**src/rtl/vend_arbiter.sv**
```systemverilog
// Two-port round-robin coin arbiter locking the shared vending core to one requester per transaction.
// Optional inactivity timeout/refund path is enabled by defining VEND_ARB_TIMEOUT_EN.
module vend_arbiter #(
  parameter int TIMEOUT = 15,
  parameter int TW      = 4
) (
  input  logic       clk,
  input  logic       rst,
  input  logic       req0,
  input  logic       req1,
  input  logic [1:0] coin0,
  input  logic [1:0] coin1,
  output logic       gnt0,
  output logic       gnt1,
  output logic [1:0] vm_in,
  output logic       vm_rst,
  input  logic       vm_out,
  input  logic [1:0] vm_change,
  output logic       vend0,
  output logic       vend1,
  output logic [1:0] chg0,
  output logic [1:0] chg1,
  output logic       refund0,
  output logic       refund1,
  output logic [2:0] refund_amt,
  output logic       busy,
  output logic       owner
);
  localparam logic [1:0] IDLE  = 2'd0;
  localparam logic [1:0] OWN0  = 2'd1;
  localparam logic [1:0] OWN1  = 2'd2;
  localparam logic [1:0] ABORT = 2'd3;

  logic [1:0]      state;
  logic [1:0]      req, elig, gnt_q, vend_q;
  logic [1:0][1:0] coin, chg_q;
  logic [1:0]      win_coin, own_coin;
  logic            rr, win;
  logic [2:0]      credit;
  logic [3:0]      csum;

  assign req  = {req1, req0};
  assign coin = {coin1, coin0};

  // A requester still seeing its own grant is holding the coin we just took.
  assign elig     = req & ~gnt_q;
  assign win      = (elig == 2'b11) ? rr : elig[1];
  assign win_coin = coin[win];
  assign own_coin = coin[owner];
  assign csum     = {1'b0, credit} + {2'b00, own_coin};

  assign gnt0  = gnt_q[0];
  assign gnt1  = gnt_q[1];
  assign vend0 = vend_q[0];
  assign vend1 = vend_q[1];
  assign chg0  = chg_q[0];
  assign chg1  = chg_q[1];

`ifdef VEND_ARB_TIMEOUT_EN
  localparam logic [TW-1:0] TMO = TW'(TIMEOUT);
  logic [TW-1:0] timer;
  logic [1:0]    refund_q;
  logic [2:0]    refund_amt_q;
  assign refund0    = refund_q[0];
  assign refund1    = refund_q[1];
  assign refund_amt = refund_amt_q;
`else
  logic unused_cfg;
  assign unused_cfg = ^{TIMEOUT, TW};
  assign refund0    = 1'b0;
  assign refund1    = 1'b0;
  assign refund_amt = 3'd0;
`endif

  always_ff @(posedge clk or negedge rst) begin
    if (!rst) begin
      state  <= IDLE;
      rr     <= 1'b0;
      credit <= 3'd0;
      owner  <= 1'b0;
      busy   <= 1'b0;
      gnt_q  <= 2'b00;
      vm_in  <= 2'b00;
      vm_rst <= 1'b1;
      vend_q <= 2'b00;
      chg_q  <= '0;
`ifdef VEND_ARB_TIMEOUT_EN
      timer        <= '0;
      refund_q     <= 2'b00;
      refund_amt_q <= 3'd0;
`endif
    end else begin
      gnt_q  <= 2'b00;
      vm_in  <= 2'b00;
      vm_rst <= 1'b0;
      vend_q <= 2'b00;
      chg_q  <= '0;
`ifdef VEND_ARB_TIMEOUT_EN
      refund_q     <= 2'b00;
      refund_amt_q <= 3'd0;
`endif
      case (state)
        IDLE: begin
          busy <= 1'b0;
          if (|elig) begin
            gnt_q[win] <= 1'b1;
            // 00/11 are swallowed without opening a transaction
            if (^win_coin) begin
              vm_in  <= win_coin;
              credit <= {1'b0, win_coin};
              owner  <= win;
              busy   <= 1'b1;
              state  <= win ? OWN1 : OWN0;
`ifdef VEND_ARB_TIMEOUT_EN
              timer  <= '0;
`endif
            end
          end
        end
        OWN0, OWN1: begin
          // vend beats timeout beats coin acceptance
          if (vm_out) begin
            vend_q[owner] <= 1'b1;
            chg_q[owner]  <= vm_change;
            credit        <= 3'd0;
            rr            <= ~owner;
            state         <= IDLE;
`ifdef VEND_ARB_TIMEOUT_EN
          end else if (timer == TMO) begin
            refund_q[owner] <= 1'b1;
            refund_amt_q    <= credit;
            vm_rst          <= 1'b1;
            state           <= ABORT;
`endif
          end else begin
`ifdef VEND_ARB_TIMEOUT_EN
            timer <= timer + TW'(1);
`endif
            if (elig[owner]) begin
              gnt_q[owner] <= 1'b1;
              if (^own_coin) begin
                vm_in  <= own_coin;
                credit <= csum[3] ? 3'd7 : csum[2:0];
`ifdef VEND_ARB_TIMEOUT_EN
                timer  <= '0;
`endif
              end
            end
          end
        end
`ifdef VEND_ARB_TIMEOUT_EN
        ABORT: begin
          credit <= 3'd0;
          rr     <= ~owner;
          busy   <= 1'b0;
          state  <= IDLE;
        end
`endif
        default: state <= IDLE;
      endcase
    end
  end
endmodule

```
**config.mk**
```make
export PLATFORM = sky130hd
export DESIGN_NAME = vend_arbiter
export DESIGN_NICKNAME = d
export VERILOG_FILES = /design/src/rtl/vend_arbiter.sv
export SDC_FILE = /design/constraint.sdc
export NUM_CORES = 1
export LEC_CHECK = 0
export BUFFER_PORTS_ARGS = -buffer_cell sky130_fd_sc_hd__buf_2
export CAP_MARGIN = 5
export CORE_ASPECT_RATIO = 1.1
export CORE_UTILIZATION = 40
export CTS_CLUSTER_DIAMETER = 30
export DETAILED_ROUTE_END_ITERATION = 10
export PLACE_DENSITY = 0.68
export SETUP_SLACK_MARGIN = 0.1
export SLEW_MARGIN = 10
export SYNTH_ARGS = -nofsm -noshare
export SYNTH_HDL_FRONTEND = slang
export SYNTH_SLANG_ARGS = --single-unit
```
**constraint.sdc**
```tcl
create_clock -name clk -period 2.4 [get_ports clk]
set_input_delay 0.6 -clock clk [delete_from_list [all_inputs] [get_ports clk]]
set_output_delay 0.6 -clock clk [all_outputs]
set_load 0.01 [all_outputs]
```
# == After elaboration in Yosys (flattened, before gate mapping) ==
# Index checks and enable logic that the tools add are counted.
# word_totals
register_bits,16
in_bits,11
output_inout_bits,18
word_cells,68
# classes
order_cmp,4
eq_ne,6
n_mux,34
bitwise_logic,4
n_reduce_logical,10
# ops
cell,count
2-bit 2-to-1 mux,19
2-bit case mux with 2 select lines,3
4-bit 2-to-1 mux,2
1-bit 2-to-1 mux,7
2-bit != test (second input constant),3
3-bit AND reduction,2
4-bit AND,1
2-bit equality test (second input constant),2
1-bit by 2-bit less-than comparator with 1-bit output (second input constant),2
2-bit OR reduction,2
2-bit XOR reduction,2
2-bit AND,1
1-bit demux with 1-bit select,2
2-bit demux with 1-bit select,1
2-bit by 1-bit equality test with 1-bit output (second input constant),1
1-bit >= comparator (second input constant),2
1-bit logical AND,2
2-bit zero test,1
2-bit NOT,1
2-bit AND reduction,1
1-bit NOT,1

# == Logic depth before layout (Yosys ltp) ==
# Gate-level depths: netlist of run 1.
# depth
depth_word,10
depth_mapped,7
mapped_depth_nobuf,6

# == Least setup slack after synthesis of run 1 ==
# Ideal clock, no wire load.
# synth_timing
path_type,input -> register
startpoint,input req0
endpoint,register owner
setup_ps,125
arrival_time_ps,2400
t_required_ps,2275
setup_slack_ps,-124
path_stages,7
n_path_buf,1
path_cell_list,or3b_4 -> and2_4 -> buf_6 -> mux2_4 -> ha_1 -> a211o_1 -> mux2_2
# synth_between
elab_chain_cells,7
elab_cells_between_ends,8
classes_between,1 x eq/ne; 3 x mux; 1 x bitwise; 3 x reduce/logical
# synth_lines
element,line_no,rtl
start: declaration,9,"input logic req0,"
2-bit AND (*),46,assign elig = req & ~gnt_q;
2-bit equality test,47,assign win = (elig == 2'b11) ? rr : elig[1];
1-bit 2-to-1 mux,47,
2-bit 2-to-1 mux (not written as such) (2 in series),48,assign win_coin = coin[win];
2-bit XOR reduction,108,if (^win_coin) begin
3-bit AND reduction (no source line),-,
end signal: assignment,111,owner <= win;
end: declaration,27,output logic owner
# Mark *: on every way between the ends. The rest lies on a longest branch, timed or not. The select of a mux whose other input is x is not followed.
# A chain may end at the register's enable or synchronous reset.

# == Worst setup path in the final report of run 1 ==
# layout_timing
startpoint,register gnt_q[0]
endpoint,register owner
# layout_between
elab_chain_cells,8
elab_cells_between_ends,9
classes_between,1 x eq/ne; 3 x mux; 2 x bitwise; 3 x reduce/logical
# layout_lines
element,line_no,rtl
start: declaration,35,"logic [1:0] req, elig, gnt_q, vend_q;"
start signal: assignment,82,gnt_q <= 2'b00;
start signal: assignment,93,gnt_q <= 2'b00;
start signal: indexed assignment,106,gnt_q[win] <= 1'b1;
2-bit NOT (*),46,
2-bit AND (*),46,
2-bit equality test,47,
1-bit 2-to-1 mux,47,
2-bit 2-to-1 mux (not written as such) (2 in series),48,
2-bit XOR reduction,108,
3-bit AND reduction (no source line),-,
# Marked as above.

==> metrics.yaml, run 1 <==
grt:
  grt_max_degree: 17
  antenna_found_initial: 0
  grt_overflow: 0
  track_usage_pct: 16.52
  grt_pass1_vias: 636
  grt_pass1_wl_um: 2760
floorplan:
  row_count: 17
  die_h_um: 50.51
  initial_core_util_pct: 42.35
  die_w_um: 46.10
  die_area_sq_um: 2329
  core_area_sq_um: 2021
  io_pins: 29
cells_and_area:
  area_growth_pct: 22.08
  drive_gt1_share_pct: 34.55
  final_util_pct: 51.70
  final_cell_mix: "buf_2 (23), dfrtp_1 (15), inv_1 (6), conb_1 (6)"
  antenna-diode-count: 0
  fin_nets: 126
  layout_commonest_cell: "buf_2"
yosys:
  syn-mean-instance-area_sq_um: 10.57
  synthCells: 81
  ys_ff_latch: 16
  ys_seq_area_share_pct: 46.93
  netlist-cell-type-count: 32
  synth_compound_area_share_pct: 17.40
  synth_mux_area_share_pct: 4.240
  synthAdderAreaFrac_pct: 5.848
  netlist_area_sq_um: 855.8
  synthXorXnorAreaFrac_pct: 0
  synthSimpleGateAreaFrac_pct: 15.94
  synth_warnings: 0
  synth_top_family_by_area: "compound AO/OA/AOI/OAI gates"
sta:
  finalClockSkew_ns: 0.006851
  fin_ws_ns: 0.1888
  max_freq_mhz: 452.2
  whs_ns: 0.2056
  min_period_over_period_pct: 92.14
  hold_violations: 0
  drv_slew: 0
  timing.setup.tns_ns: 0
  tightest_slew_ns: 0.5556
  slew_headroom_pct: 62.89
  rsz0062_at_grt: "no"
  setup_violations: 0
  min_period_ns: 2.211
worst_hold_path:
  hp-class: "primary input to async pin"
cts:
  cts_resized: 0
  cts_hold_buf: 0
  cts_sinks: 16
  cts.htree.levels: 1
  clockBufferDepth: 2
  clk_pin_slew_ns: 0.09
  clk_latency_ns: 0.29
  cts_buffers: 3
  post_cts_buffers: 0
  cts_root_buf: "clkbuf_4"
  cts_tree: "yes"
route:
  first_pass_iters: 2
  wl_per_cell_um: 11.36
  postRouteAntennaNets: 0
  vias: 661
  drc_errors: 0
  vias_per_cell: 4.790
  drt_iter0_drc: 15
  drt_wl_total_um: 1567
pwr:
  leakagePower_nw: 0.5593
  ir_drop_v: 0.0004405
  p_per_area_nw_per_um2: 989.6
place:
  pre_cts_ws_ns: -0.05407
  hpwl_um: 1263
  port_buffers: 23
  place_congestion: 0.9605
run_status:
  outcome: "finished clean"
worst_setup_path:
  crit_path_end_kind: "register"
  r2r_cells: 6
  critPathArrivalTime_ns: 2.38
  required_ns: 2.57
  critPathMaxFanout: 4
  cp-start-kind: "register"
  setup.worst_path.class: "register to register"
run:
  maxCapViolations: 0
[synth_stat cells]
library cell | number | share of area [%]
dfrtp_1 | 15 | 44
nand2b_1 | 4 | 2.9
conb_1 | 1 | 0.44
o32ai_1 | 3 | 3.1
nand2_1 | 5 | 2.2
mux2_2 | 1 | 1.3
and2_4 | 1 | 1.0
nor2b_1 | 2 | 1.5
nor2_1 | 2 | 0.88
a211oi_1 | 1 | 0.88
inv_1 | 6 | 2.6
nor3b_1 | 1 | 0.88
ha_1 | 4 | 5.8
buf_4 | 5 | 4.4
a21oi_1 | 4 | 2.3
buf_6 | 1 | 1.3
clkbuf_1 | 2 | 0.88
o21ai_0 | 3 | 1.8
a32oi_1 | 1 | 1.0
o32ai_2 | 1 | 1.9
mux2_4 | 1 | 1.8
a21o_1 | 3 | 2.6
a211o_1 | 2 | 2.0
or3b_4 | 1 | 1.3
and3b_1 | 1 | 1.0
mux2i_1 | 1 | 1.2
nand3_1 | 1 | 0.58
and3_1 | 1 | 0.73
dfstp_2 | 1 | 3.1
and2_1 | 4 | 2.9
o32a_1 | 1 | 1.2
o21ai_1 | 1 | 0.58
[final timing paths]
check	startpoint	to	slack (ns)
worst max register to register	gnt_q[0]	owner	0.19
worst min-delay path	rst	chg1[1]	0.21
max in group asynchronous	rst	vm_rst	1.89
min in group clk	vm_change[1]	chg1[1]	0.52
worst max-delay path	gnt_q[0]	owner	0.19
worst min register to register	rr	rr	0.53
[critical path: stages (launching register included)]
cell and delay [ns]:
dfrtp_1 0.41, or3b_4 0.40, and2_4 0.18, mux2_4 0.30, ha_4 0.21, a211o_1 0.29, mux2_2 0.29
[where the power goes]
group | leakage, nW | switching (W) | internal (W)
Sequential | 0.210 | 0.0000585 | 0.000346
Combinational | 0.334 | 0.000245 | 0.000238
Clock | 0.0150 | 0.0000816 | 0.0000646
Total | 0.559 | 0.000385 | 0.000649
[layer usage]
layer	global-route usage, %	wire length, um	up-vias
li1	-	-	326
met1	21.67	709	314
met2	26.29	780	19
met3	2.158	47	2
met4	7.353	29	0
met5	0	0	-
[final cells by class]
cell class | instances | area [sq um]
Inverter | 6 | 22.52
Fill cell | 188 | 975.9
Multi-Input combinational cell | 56 | 406.6
Tap cell | 28 | 35.03
Sequential cell | 16 | 401.6
Timing Repair Buffer | 28 | 152.6
Clock buffer | 4 | 26.28
[cells by family (layout without fill, tap and decap cells)]
group                    Yosys count  in the layout
other                              1              6
multiplexers                       3              3
AND/OR/NAND/NOR                   23             23
flip-flops                        16             16
buffers and inverters             14             38
AO/OA/AOI/OAI                     20             20
adder cells (fa/ha/maj)            4              4
[sequential cells by signal, summed over array words and instances, names as in the netlist]
signal / flops
chg1: 2
rr: 1
vm_in: 2
chg0: 2
busy: 1
vend_q: 2
vm_rst: 1
gnt_q: 2
state: 2
owner: 1
[metrics by stage]
| stage | area, sq um | total power (W) | instances |
|---|---|---|---|
| after global routing | 1045 | 0.001128 | 138 |
| after floorplan | 887.1 | 0.0007477 | 86 |
| final | 1045 | 0.001034 | 138 |
| after global placement | 1018 | 0.0008889 | 134 |
| after CTS | 1045 | 0.001045 | 138 |
| after detailed placement | 1018 | 0.0008976 | 134 |
(Power assumes the default switching activity.)
==> inputs of run 2 (changes only) <==
- ABC_AREA: default -> 1
- CTS_CLUSTER_DIAMETER: 30 -> 200
- PLACE_DENSITY: 0.68 -> 0.69
==> metrics.yaml, run 2 <==
yosys:
  syn-mean-instance-area_sq_um: 8.107  # -23%
  synthTopCellsByCount: "nand2_1 (23), inv_1 (18), dfrtp_1 (15)"
  yosysMostFrequentCell: "nand2_1"
  netlist-cell-type-count: 16  # -50%
  synth_warnings: 0  # unchanged
  synth_edf_count: 0  # unchanged
  synth_async_sr_flop_share_pct: 100.0  # unchanged
  ys_ff_latch: 16  # unchanged
  synth_area_leader_cell: "dfrtp_1"
  synthCells: 98  # +21%
  netlist_area_sq_um: 794.5  # -7.2%
  yosys-top-cells-area: "dfrtp_1 (47%), nand2_1 (11%), inv_1 (8.5%), ha_1 (6.3%), buf_4 (4.7%)"
  ys_seq_area_share_pct: 50.55  # +3.6 points
  synth_top_area_share_pct: 47.24  # +3.4 points
  ys.flop_type: "dfrtp_1"
place:
  port_buffers: 23  # unchanged
  place_congestion: 0.7253  # -24%
  pre_cts_ws_ns: 0.3041  # +0.3582 ns
  hpwl_um: 1173  # -7.1%
  placed_area_sq_um: 919.6  # -9.7%
grt:
  antenna_found_initial: 0  # unchanged
  grt_max_degree: 17  # unchanged
  grt_pass1_vias: 630  # -0.94%
  track_usage_pct: 16.23  # -0.30 points
  grt_overflow: 0  # unchanged
  grt_pass1_wl_um: 2587  # -6.3%
pwr:
  ir_drop_v: 0.0003712  # -16%
  p_per_area_nw_per_um2: 1030  # +4.1%
  swShare_pct: 39.34  # +2.1 points
  switchingPower_w: 0.0003873  # +0.61%
  clock_power_share_pct: 17.6  # +3.5 points
  p_int_w: 0.0005972  # -8.0%
  seqPwrFrac_pct: 40.1  # +1.0 points
  leakagePower_nw: 0.5712  # +2.1%
  combPwrFrac_pct: 42.3  # -4.4 points
worst_setup_path:
  required_ns: 2.56  # about the same
  critPathArrivalTime_ns: 1.94  # -0.44 ns
  cpPeakStageDelay_ns: 0.28  # -0.13 ns
  setup.worst_path.class: "primary input to register"
  critPathMaxFanout: 7  # +3
  crit_slowest_cell: "ha_1"
  r2r-end: "state[1]"
  crit_chain: "buf_2 -> inv_1 -> nor2_1 -> nand2_1 -> nand2_2 -> o21ai_0 -> ha_1 -> inv_1 -> nand2_1 -> nand2_1 -> nand2_1 -> nand2_1 -> o21ai_0"
  crit_buf_inv: 3  # +3
  rrSetupSlack_ns: 0.62  # +0.43 ns
  rr_startpoint: "gnt_q[1]"
  crit_path_end_kind: "register"
  r2r_cells: 12  # +6
  cp-start-kind: "primary input"
  path_delay_family: "simple AND/OR/NAND/NOR gates"
  path_common_cell: "nand2_1"
floorplan:
  io_pins: 29  # unchanged
  core_area_sq_um: 1822  # -9.8%
  initial_core_util_pct: 43.61  # +1.3 points
  row_count: 16  # -1
  die_w_um: 44.50  # -3.5%
  die_area_sq_um: 2169  # -6.9%
  die_h_um: 48.74  # -3.5%
sta:
  max_freq_mhz: 561.4  # +24%
  rsz0062_at_grt: "no"
  setup_violations: 0  # unchanged
  fin_ws_ns: 0.6187  # +0.4300 ns
  min_period_ns: 1.781  # -0.4300 ns
  hold_violations: 0  # unchanged
  finalClockSkew_ns: 0.001260  # -0.005590 ns
  timing.setup.tns_ns: 0  # unchanged
  drv_slew: 0  # unchanged
  min_period_over_period_pct: 74.22  # -18 points
cts:
  cts_sinks: 16  # unchanged
  clk_pin_slew_ns: 0.09  # about the same
  cts_buffers: 3  # unchanged
  clk_latency_ns: 0.28  # about the same
  cts.htree.levels: 1  # unchanged
  cts_hold_buf: 0  # unchanged
  clockBufferDepth: 2  # unchanged
  cts_tree: "yes"
  post_cts_buffers: 0  # unchanged
  cts_resized: 0  # unchanged
  cts_root_buf: "clkbuf_4"
cells_and_area:
  fin_nets: 140  # +11%
  final_cell_mix: "nand2_1 (23), buf_2 (23), inv_1 (18), dfrtp_1 (15), nor2_1 (8)"
  final_area_sq_um: 955.9  # -8.5%
  drive_gt1_share_pct: 24.19  # -10 points
  antenna-diode-count: 0  # unchanged
  final_util_pct: 52.47  # +0.77 points
  n_fill_cell: 187  # -0.53%
  area_growth_pct: 20.31
run_status:
  outcome: "finished clean"
route:
  vias_per_cell: 4.364  # -8.9%
  drt_iter0_drc: 7  # -8
  drt_wl_total_um: 1432  # -8.6%
  postRouteAntennaNets: 0  # unchanged
  vias: 659  # -0.30%
  wl_per_cell_um: 9.483  # -16%
  first_pass_iters: 4  # +2
  drc_errors: 0  # unchanged
run:
  maxCapViolations: 0  # unchanged
worst_hold_path:
  hp-class: "primary input to async pin"
[run 2: cell types whose count changed in the layout (fill, tap and decap cells not counted), sizes merged, moves of 5 or more]
| cell | change |
|---|---|
| and2 | -5 |
| buf | -5 |
| inv | +13 |
| nand3 | +6 |
| nand2 | +19 |
| nor2 | +6 |
[run 2: power by group through the flow]
stage | registers [W] | clock network [W] | logic (W)
5_1_grt | 0.000405 | 0.000192 | 0.000484
3_3_place_gp | 0.000397 | 0 | 0.000406
3_5_place_dp | 0.000402 | 0 | 0.000421
2_1_floorplan | 0.000428 | 0 | 0.000265
4_1_cts | 0.000397 | 0.000182 | 0.000421
6_report | 0.000395 | 0.000173 | 0.000416
[run 2: cell families after synthesis]
group	count (synthesis)	synth area share, %
fa+ha+maj	4	6.299
simple gates	39	19.84
buf+inv	25	14.33
other cells	1	0.4720
flops	16	50.55
compound gates	13	8.503
[run 2: metrics by stage]
stage | hold slack, ns | std cells | power, W
floorplan | 0.3044 | 103 | 0.0006928
global placement | 0.4583 | 147 | 0.0008026
detailed placement | 0.4710 | 147 | 0.0008232
CTS | 0.2133 | 151 | 0.001001
global route | 0.2203 | 151 | 0.001081
finish | 0.2108 | 151 | 0.0009845
[run 2: routing by layer]
layer,part of all wire [%],track usage [%],up-vias
met3,2.1,2.239,2
met1,40,16.59,301
li1,-,-,341
met5,0,0,-
met2,57,29.90,15
met4,1.3,9.091,0
[run 2: final cells by class]
class                           instances  area [sq um]  area share, %
Inverter                               19         71.32          7.461
Timing Repair Buffer                   23         115.1          12.04
Clock buffer                            4         36.28          3.796
Multi-Input combinational cell         62         297.8          31.15
Tap cell                               27         33.78          3.534
Sequential cell                        16         401.6          42.02
[run 2: how the worst max path moves through the flow]
stage	slack [ns]	cells after the start	endpoint	startpoint
6_report	0.62	13	state[1]	req0
4_1_cts	0.61	12	state[1]	gnt_q[1]
2_1_floorplan	0.61	13	state[1]	req0
3_5_place_dp	0.30	13	state[1]	req0
5_1_grt	0.42	12	state[1]	gnt_q[1]
3_3_place_gp	0.36	14	state[1]	req0
